**src/rtl/seq_bin2bcd.sv**
```systemverilog
// seq_bin2bcd: multi-cycle binary-to-BCD converter using shift-add-3
// (double dabble), one input bit per clock, with valid/ready handshakes.
//
// Parameters:
//   W       binary input width (>= 4)
//   D       number of BCD output digits, 10^D must exceed 2^W
//   SIGNED  1 = in_data is two's complement, 0 = unsigned
//
// Ports:
//   clk        rising-edge clock
//   rst_n      asynchronous active-low reset
//   in_valid   in_data is valid
//   in_ready   converter is idle and can accept an operand
//   in_data    binary operand, sampled only on the accept cycle
//   out_valid  result is valid (held until out_ready)
//   out_ready  consumer accepts the result
//   out_bcd    packed BCD result, digit 0 (units) in [3:0]
//   out_neg    result is negative (never set for zero or when SIGNED=0)
//   out_ndig   number of significant digits, 1..D (zero reports 1)
module seq_bin2bcd #(
  parameter int W      = 18,
  parameter int D      = 6,
  parameter int SIGNED = 0
) (
  input  logic                   clk,
  input  logic                   rst_n,
  input  logic                   in_valid,
  output logic                   in_ready,
  input  logic [W-1:0]           in_data,
  output logic                   out_valid,
  input  logic                   out_ready,
  output logic [4*D-1:0]         out_bcd,
  output logic                   out_neg,
  output logic [$clog2(D+1)-1:0] out_ndig
);

  localparam int NDW = $clog2(D+1);
  localparam int CW  = $clog2(W+1);

  // True when D decimal digits can hold every W-bit magnitude.
  function automatic bit digits_fit();
    longint unsigned p10;
    p10 = 64'd1;
    for (int i = 0; i < D; i++) p10 = p10 * 64'd10;
    return p10 > (64'd1 << W);
  endfunction

  generate
    if (W < 4 || !digits_fit()) begin : g_bad_params
      $error("seq_bin2bcd: need W >= 4 and 10^D > 2^W");
    end
  endgenerate

  typedef enum logic [1:0] {IDLE, SHIFT, DONE} state_t;

  state_t          state;
  state_t          state_next;
  logic [4*D-1:0]  acc;
  logic [4*D-1:0]  acc_adj;
  logic [4*D-1:0]  acc_shifted;
  logic [W-1:0]    mag;
  logic [CW-1:0]   cnt;
  logic            neg;
  logic            in_neg;
  logic [W-1:0]    in_mag;
  logic [NDW-1:0]  ndig_next;

  // Handshake flags come straight from the state register.
  assign in_ready  = (state == IDLE);
  assign out_valid = (state == DONE);

  // Operand conditioning: the most negative value wraps to 2^(W-1),
  // which is exactly its magnitude as an unsigned W-bit number.
  always_comb begin
    in_neg = (SIGNED != 0) && in_data[W-1];
    in_mag = in_neg ? (~in_data + 1'b1) : in_data;
  end

  // One double-dabble step: add 3 to every digit >= 5 (no carry between
  // digits), then shift in the next magnitude bit. The significant-digit
  // count is taken from the post-shift value so it can be registered on
  // the same edge that enters DONE.
  always_comb begin
    acc_adj = acc;
    for (int i = 0; i < D; i++) begin
      if (acc[4*i +: 4] >= 4'd5) acc_adj[4*i +: 4] = acc[4*i +: 4] + 4'd3;
    end
    acc_shifted = {acc_adj[4*D-2:0], mag[W-1]};
    ndig_next = NDW'(1);
    for (int i = 0; i < D; i++) begin
      if (acc_shifted[4*i +: 4] != 4'd0) ndig_next = NDW'(i + 1);
    end
  end

  // State register.
  always_ff @(posedge clk or negedge rst_n) begin
    if (!rst_n) state <= IDLE;
    else        state <= state_next;
  end

  // Next-state logic: accept in IDLE, W shift cycles, wait for the
  // consumer in DONE. in_valid is not looked at outside IDLE.
  always_comb begin
    state_next = state;
    unique case (state)
      IDLE:    if (in_valid)          state_next = SHIFT;
      SHIFT:   if (cnt == CW'(1))     state_next = DONE;
      DONE:    if (out_ready)         state_next = IDLE;
      default:                        state_next = IDLE;
    endcase
  end

  // Datapath and registered results. Results are only written on the
  // last shift, so nothing partial ever reaches the outputs, and they
  // hold through DONE and after the handshake.
  always_ff @(posedge clk or negedge rst_n) begin
    if (!rst_n) begin
      acc      <= '0;
      mag      <= '0;
      cnt      <= '0;
      neg      <= 1'b0;
      out_bcd  <= '0;
      out_neg  <= 1'b0;
      out_ndig <= NDW'(1);
    end else begin
      unique case (state)
        IDLE: begin
          if (in_valid) begin
            acc <= '0;
            mag <= in_mag;
            neg <= in_neg && (in_mag != '0);
            cnt <= CW'(W);
          end
        end
        SHIFT: begin
          acc <= acc_shifted;
          mag <= {mag[W-2:0], 1'b0};
          cnt <= cnt - CW'(1);
          if (cnt == CW'(1)) begin
            out_bcd  <= acc_shifted;
            out_neg  <= neg;
            out_ndig <= ndig_next;
          end
        end
        default: ;
      endcase
    end
  end

endmodule

```
**config.mk**
```make
export PLATFORM = sky130hd
export DESIGN_NAME = seq_bin2bcd
export DESIGN_NICKNAME = d
export VERILOG_FILES = /design/src/rtl/seq_bin2bcd.sv
export SDC_FILE = /design/constraint.sdc
export NUM_CORES = 1
export LEC_CHECK = 0
export ABC_AREA = 1
export BUFFER_PORTS_ARGS = -buffer_cell sky130_fd_sc_hd__buf_4
export CAP_MARGIN = 10
export CORE_ASPECT_RATIO = 0.7
export CORE_MARGIN = 5
export CORE_UTILIZATION = 30
export CTS_BUF_LIST = sky130_fd_sc_hd__clkbuf_8 sky130_fd_sc_hd__clkbuf_16
export DETAILED_ROUTE_END_ITERATION = 10
export GPL_ROUTABILITY_DRIVEN = 0
export PLACE_DENSITY = 0.58
export SYNTH_ARGS = -nofsm -noshare
export SYNTH_HDL_FRONTEND = slang
export SYNTH_SLANG_ARGS = --single-unit
export TNS_END_PERCENT = 10
```
**constraint.sdc**
```tcl
create_clock -name clk -period 1.9 [get_ports clk]
set_input_delay 0.095 -clock clk [delete_from_list [all_inputs] [get_ports clk]]
set_output_delay 0.095 -clock clk [all_outputs]
set_load 0.005 [all_outputs]
```
-- After elaboration in Yosys (flattened, before gate mapping)
Cells that the tools add are included.
Widths: inputs -> output; s select.
- bits in registers: 76
- word-level logic and storage cells: 56
- magnitude comparators: 6
- reductions and logical operators: 10
- multiplexer cells: 21
- $add $sub $neg: 7
- equal/unequal tests: 6
- operator list (operator ; number):
    $pmux 24 s2 ; 1
    $pmux 18 s2 ; 1
    $ge 4x3->1 const B ; 6
    $mux 24 ; 1
    $add 4x2->4 const B ; 5
    $mux 4 ; 5
    $reduce_bool 4->1 ; 5
    $mux 18 ; 1
    $mux 3 ; 5
    $pmux 5 s2 ; 1
    $mux 2 ; 4
    $pmux 2 s3 ; 1
    $eq 5x1->1 const B ; 1
    $mux 5 ; 1
    $sub 5x1->5 const B ; 1
    $ne 2x2->1 const B ; 2
    $reduce_and 2->1 ; 2
    $add 3x2->3 const B ; 1
    $reduce_and 3->1 ; 1
    $eq 2x1->1 const B ; 1
    $eq 2x2->1 const B ; 1
    $logic_not 2->1 ; 1
    $ne 2x1->1 const B ; 1
    $reduce_bool 2->1 ; 1

-- Longest topological paths before layout
Gate-level depths: netlist of run 1.
- depth in word-level cells: 8
- gate-level depth with buffers: 14
- depth with buffers taken out: 14

-- Worst setup path before layout of run 1
OpenSTA, ideal clock, no wires.
- path type: register to register
- from: reg acc[20]
- to: reg out_ndig[2]
- data required time: 1783 ps
- path slack: 357 ps
- arrival time: 1425 ps
- setup time: 117 ps
- period minus slack after synthesis: 1543 ps
- stages on the path, launching flop included: 12
- cell sequence: dfrtp_1 > inv_1 > ha_1 > inv_1 > nand2_1 > nand3_1 > o21ai_0 > nand2_1 > nor2_2 > nand2_1 > o21ai_1 > inv_1
- word-level cells in the longest chain between the ends: 4
- RTL lines (element ; RTL line ; text):
    start, declared ; 58 ; logic [4*D-1:0] acc;
    start signal, assigned ; 136 ; acc <= acc_shifted;
    $ge 4x3->1 or $add 3x2->3 (tied branches) ; 86 ; if (acc[4*i +: 4] >= 4'd5) acc_adj[4*i +: 4] = acc[4*i +: 4] + 4'd3;
    $mux 3 * ; 86 ;
    $reduce_bool 4->1 * ; 91 ; if (acc_shifted[4*i +: 4] != 4'd0) ndig_next = NDW'(i + 1);
    $mux 3 * ; 91 ;
    end signal, assigned ; 142 ; out_ndig <= ndig_next;
    end, declared ; 34 ; output logic [$clog2(D+1)-1:0] out_ndig
Mark *: on every way between the ends. The rest lies on a longest branch, timed or not.
A chain may end at the register's enable or synchronous reset.

-- Worst setup path in the final report of run 1
- from: reg acc[21]
- to: reg out_ndig[2]
Same word-level chain as after synthesis.

==> summary.txt, run 1 <==
Yosys
  • Synth area leader: dfrtp_1
  • Netlist cell types: 32
  • Share of the synthesized area in the top cell type: approximately 50%
  • Syn. warnings: 0
  • Post-synth EDFFs: 0
  • Cell with the most instances after synthesis: nand2_1
  • Cell Area, Synth: roughly 3800 um^2
  • Top cells by area, synth: dfrtp_1 49%, nand2_1 11%, inv_1 5.7%
  • Ys async rst share: between 90% and 100%
  • Syn nets: approximately 480
  • Synth Register Bits: 76
  • Post-synth top flop: dfrtp_1
  • Sequential element share of the synthesized area: 50.10%
  • Cells after Synth: ~440
  • Syn Area/Cell: 8.575 um^2
  • Top post-synthesis cells by count: 110 x nand2_1, 75 x dfrtp_1, 58 x inv_1, 33 x nand3_1

Placed design
  • Dpl hpwl: around 6.6 mm
  • Port bufs: 50
  • Pre-CTS setup slack: around 0.12 ns

Clocking
  • TritonCTS clock tree: done
  • Clock root cell: clkbuf_16
  • Clock Tree Buf Depth: 2
  • Reg clk slew, reported paths: around 0.060 ns
  • Sink Count: between 70 and 80
  • Number of buffers created by CTS: 9
  • Htree depth: 3
  • Worst-skew pair later-pin latency: 0.34 ns

Critical path
  • Worst setup EP type: flop
  • CP Class: reg2reg
  • CP startpoint kind: flop
  • WP data arrival: 1.97 ns
  • Req. time, crit path: roughly 2.1 ns
  • CP Max Fanout: 3
  • Reg-to-reg slack, setup: roughly 0.16 ns

STA
  • Setup TNS: 0 ns
  • FMAX: roughly 580 MHz
  • Fin crit period: around 1.7 ns
  • Worst-margin pin slew: 0.4997 ns
  • Final Max Slew Viols: 0
  • Final Hold Viols: 0
  • Final Setup Violations: 0
  • Tcrit/Tclk final: 91.40%
  • Slew Limit Headroom: approximately two thirds
  • RSZ-0062 raised after global routing: false
  • Post-route worst setup slack: between 0.15 and 0.2 ns
  • Layout Skew: roughly 0.0064 ns

Route
  • Drt total wl: just over 9 mm
  • First-pass DRT Iterations: 4
  • Post-DR vias/cell: 4.696
  • ANT nets after route: 0
  • DRT iter0 DRCs: 181
  • Vias: 3179
  • DRC errors left: 0
  • WL per Instance: 13.61 um

Final layout
  • # nets final: ~550
  • Share of cells above drive strength 1: a little under a fifth
  • Antenna cells: 0
  • Multi-input gate area: approximately 1600 um^2
  • Fill cells: about 1300
  • Register area: roughly 1900 um^2
  • Layout area overhead: 27.14%

Floorplan
  • Core ar.: ~12000 um^2
  • Starting Density: approximately 30%
  • Die H: 104.1 um
  • I/O pins: 52
  • DIE WIDTH: approximately 140 um
  • Full die area: 15050 um^2
  • Std-Cell Rows: 34

Power and ir drop
  • Leak pwr: between 2 and 2.5 nW
  • Power Density: 1788 nW/um^2
  • Post-layout power: 8.636 mW
  • Maximum VDD drop: ~0.64 mV

Global route
  • Congestion Overflow GR: 0
  • Gr usage total: a little over an eighth
  • Largest net degree at the start of global routing: 33
  • Vias in the first global route: about 3200
  • Initial antenna violation count: 0
  • First-pass GRT wire length: 16.05 mm

Hold path
  • Min-delay worst type: in2reg

Outcome
  • Status: finished clean

Job
  • Total of max-cap violations: 0
[power breakdown]
group	switching, mW	internal [mW]
registers	0.471	2.37
logic	2.46	1.56
clock network	0.707	1.07
total	3.64	5.00
[per-stage QoR]
step | util [%] | std cells | hold slack, ns | area [um^2]
finish | 38.88 | 677 | 0.03838 | 4830
global placement | 34.94 | 645 | 0.05849 | 4340
global route | 38.88 | 677 | 0.04669 | 4830
floorplan | - | 443 | -0.2006 | 3799
CTS | 38.65 | 676 | 0.02390 | 4801
detailed placement | 34.94 | 645 | 0.06474 | 4340
[worst paths after layout]
check                           cells after the start  startpoint     endpoint
worst min-delay path                                3  in_data[1]       mag[1]
min in group asynchronous                           2       rst_n   out_bcd[5]
worst max-delay path                               11     acc[21]  out_ndig[2]
worst min register to register                      2  out_bcd[8]   out_bcd[8]
worst max register to register                     11     acc[21]  out_ndig[2]
max in group asynchronous                           3       rst_n  out_ndig[0]
[critical path, stage by stage, from the launching register on]
cell and delay [ns]:
dfrtp_1 0.39, inv_1 0.11, ha_1 0.18, inv_1 0.05, nand2_1 0.08, nand3_1 0.17, xor2_2 0.22, nand2_1 0.08
nor2_2 0.16, nand2_1 0.07, o21ai_1 0.07, inv_1 0.05
[cell usage in the layout (no fill, tap or decap), types with 2 or more instances in the layout]
master / n
a22oi_1: 13
dfrtp_1: 75
o22ai_1: 24
buf_12: 2
nand4_1: 8
a21oi_1: 3
o21ai_1: 14
nand2_1: 108
dlygate4sd3_1: 15
inv_1: 57
clkbuf_16: 9
nand2_4: 3
nor3_1: 2
inv_2: 4
nand2_2: 2
buf_4: 56
o21ai_0: 20
nor2_1: 24
nand3_1: 32
nand3_2: 2
o211ai_1: 2
o21ai_2: 8
ha_1: 14
[registers in the layout (all words and copies together) (netlist names)]
| name | cells |
|---|---|
| out_ndig | 3 |
| cnt | 5 |
| state | 2 |
| mag | 18 |
| out_bcd | 24 |
| acc | 24 |
[area by class of cell]
class	count	share of cell area (%)
Clock buffer	10	4.948
Inverter	61	4.741
Timing Repair Buffer	73	12.64
Sequential cell	76	39.40
Clock inverter	6	1.477
Tap cell	162	4.197
Multi-Input combinational cell	289	32.59
[logic make-up after synthesis]
group	count (synthesis)	synth area share, %
and+or+nand+nor	184	21.31
DFF	76	50.10
buffers and inverters	78	9.025
muxes	1	0.2635
other	1	0.09872
xor gates and xnor gates	2	0.4612
AOI/OAI and AO/OA	87	14.13
adders and majority gates	14	4.611
[what timing repair did]
action | in CTS | in global routing
hold buffers | 15 | 0
resized for setup | 0 | 7
setup buffers | 0 | 1
setup endpoints to repair | 0 | 3
endpoints found under the hold margin | 42 | 0
[layer usage]
layer	GRT usage [%]	wire length, um	up-vias
li1	-	-	1599
met1	17.88	4449	1520
met2	20.32	4235	52
met3	4.182	413	8
met4	3.995	115	0
met5	0	0	-
Note: power is estimated with default switching activity, not from simulation.
==> inputs of run 2 (changes only) <==
--- a/config.mk
+++ b/config.mk
@@ -14,7 +14,7 @@
 export CTS_BUF_LIST = sky130_fd_sc_hd__clkbuf_8 sky130_fd_sc_hd__clkbuf_16
 export DETAILED_ROUTE_END_ITERATION = 10
 export GPL_ROUTABILITY_DRIVEN = 0
-export PLACE_DENSITY = 0.58
+export PLACE_DENSITY = 0.6
 export SYNTH_ARGS = -nofsm -noshare
 export SYNTH_HDL_FRONTEND = slang
 export SYNTH_SLANG_ARGS = --single-unit
==> constraint.sdc (replaced) <==
create_clock -name clk -period 1.4 [get_ports clk]
set_input_delay 0.07 -clock clk [delete_from_list [all_inputs] [get_ports clk]]
set_output_delay 0.07 -clock clk [all_outputs]
set_load 0.005 [all_outputs]
==> summary.txt, run 2 (same netlist as run 1, synthesis figures left out) <==
Placed design
  • Dpl hpwl: around 6.9 mm
  • Pre-CTS setup slack: -0.2282 ns
  • Port bufs: 50

Clocking
  • Sink Count: 76
  • TritonCTS clock tree: done
  • Htree depth: 3
  • Reg clk slew, reported paths: roughly 0.060 ns
  • Number of buffers created by CTS: 9
  • Clock root cell: clkbuf_16
  • Clock Tree Buf Depth: 2
  • Worst-skew pair later-pin latency: 0.35 ns

STA
  • Final Hold Viols: 0
  • FMAX: ~620 MHz
  • Final Max Slew Viols: 0
  • Post-route worst setup slack: -0.2014 ns
  • Final Setup Violations: 4
  • RSZ-0062 raised after global routing: true
  • Fin crit period: between 1.5 and 2 ns
  • Layout Skew: roughly 0.012 ns
  • Tcrit/Tclk final: 114.4%

Critical path
  • CP Max Fanout: 6
  • CP Class: reg2reg
  • Req. time, crit path: between 1.5 and 2 ns
  • Worst reg-to-reg path cell count: 13
  • Worst setup EP type: flop
  • WP data arrival: around 1.8 ns
  • CP startpoint kind: flop

Power and ir drop
  • Maximum VDD drop: about 0.9 mV
  • Post-layout power: 14.23 mW
  • Power Density: between 2000 and 3000 nW/um^2
  • Leak pwr: between 2 and 3 nW

Route
  • WL per Instance: between 10 and 15 um
  • Vias: between 3000 and 4000
  • Post-DR vias/cell: approximately 4.7
  • First-pass DRT Iterations: 5
  • Drt total wl: 10.57 mm
  • DRT iter0 DRCs: between 150 and 200
  • ANT nets after route: 0
  • DRC errors left: 0

Outcome
  • Failing checks: negative setup slack
  • Status: finished, violations left

Final layout
  • Share of cells above drive strength 1: about 40%
  • Most frequent cells in the layout: 105 x buf_4, 84 x nand2_1, 72 x dfrtp_1
  • Commonest non-fill, non-tap cell in the layout: buf_4
  • End-of-flow core utilization: 45.30%
  • Layout area overhead: 48.12%
  • Antenna cells: 0
  • # nets final: ~600
  • Largest regs: acc: 24 flops, out_bcd: 24 flops, mag: 18 flops

Floorplan
  • DIE WIDTH: ~140 um
  • Std-Cell Rows: 34
  • Die H: 104.1 um
  • I/O pins: 52
  • Starting Density: 30.58%
  • Full die area: 15050 um^2
  • Core ar.: between 10000 and 15000 um^2

Global route
  • Congestion Overflow GR: 0
  • Vias in the first global route: 3500
  • Initial antenna violation count: 0
  • First-pass GRT wire length: 17.29 mm
  • Gr usage total: between 10% and 20%
  • Largest net degree at the start of global routing: 31

Hold path
  • Min-delay worst type: in2reg
  • Hold path cells: 3

Job
  • Total of max-cap violations: 0
[run 2: cell types whose count changed in the layout (fill, tap and decap cells not counted), moves of 6 or more]
cell,before,now
nand3_1,32,26
nand2_4,3,12
nand2_1,108,84
inv_2,4,25
buf_4,56,105
nand2_2,2,17
inv_1,57,37
o21ai_0,20,14
ha_1,14,4
ha_4,0,8
[run 2: routing by layer]
layer / vias up / global-route usage (%) / wire length (um)
met1: 1663 / 19.39 / 4845
met4: 0 / 4.394 / 105
met2: 86 / 22.01 / 5098
met3: 10 / 3.676 / 516
li1: 1711 / - / -
met5: - / 0 / 0
[run 2: path summary, 6_finish.rpt]
kind	startpoint	to	slack, ns
min	in_data[4]	mag[4]	0.01
max reg2reg	acc[4]	out_ndig[1]	-0.20
max in group asynchronous	rst_n	acc[16]	0.73
max	acc[4]	out_ndig[1]	-0.20
min reg2reg	out_ndig[0]	out_ndig[0]	0.47
min in group asynchronous	rst_n	acc[10]	0.19
[run 2: final cells by class]
cell class | count | area (um^2)
Fill cell | 1174 | 6795
Sequential cell | 76 | 1907
Multi-Input combinational cell | 289 | 1889
Timing Repair Buffer | 130 | 1101
Clock buffer | 10 | 239.0
Inverter | 61 | 231.5
Tap cell | 162 | 202.7
Clock inverter | 6 | 56.30
[run 2: worst max-delay path: stages (launching register included)]
cell and delay, ns:
dfrtp_2 0.44, inv_2 0.09, ha_4 0.14, inv_2 0.04, nand2_4 0.10, nand3_4 0.10, nand2_2 0.08, nand2_2 0.07
inv_2 0.06, nand2_1 0.05, nor2_1 0.11, nand2_1 0.07, nand2_1 0.08, a21oi_2 0.06
[run 2: where the power goes]
| group | internal (mW) | switching (mW) | leakage (nW) | total, mW |
|---|---|---|---|---|
| sequential | 3.23 | 0.738 | 0.948 | 3.96 |
| clock | 1.42 | 0.912 | 0.155 | 2.33 |
| combinational | 3.68 | 4.26 | 1.70 | 7.94 |
| total | 8.32 | 5.91 | 2.80 | 14.2 |
[run 2: what timing repair did]
item                       in CTS  in global routing
hold buffers                   17                  0
setup endpoints to repair      18                 54
hold endpoints to repair       92                  0
setup buffers                   9                  4
resized for setup              37                 61
pin swaps                      17                 18
[run 2: metrics by stage]
step / instance area, um^2 / TNS, ns / hold WS (ns) / std cells
after floorplan: 3839 / -0.1015 / -0.2256 / 443
after global placement: 4753 / -0.4867 / 0.0007595 / 688
after detailed placement: 4753 / -0.8934 / 0.002717 / 688
after CTS: 5396 / -0.4549 / 0.01190 / 730
after global routing: 5627 / -1.614 / 0.03708 / 734
final: 5627 / -0.5597 / 0.01143 / 734
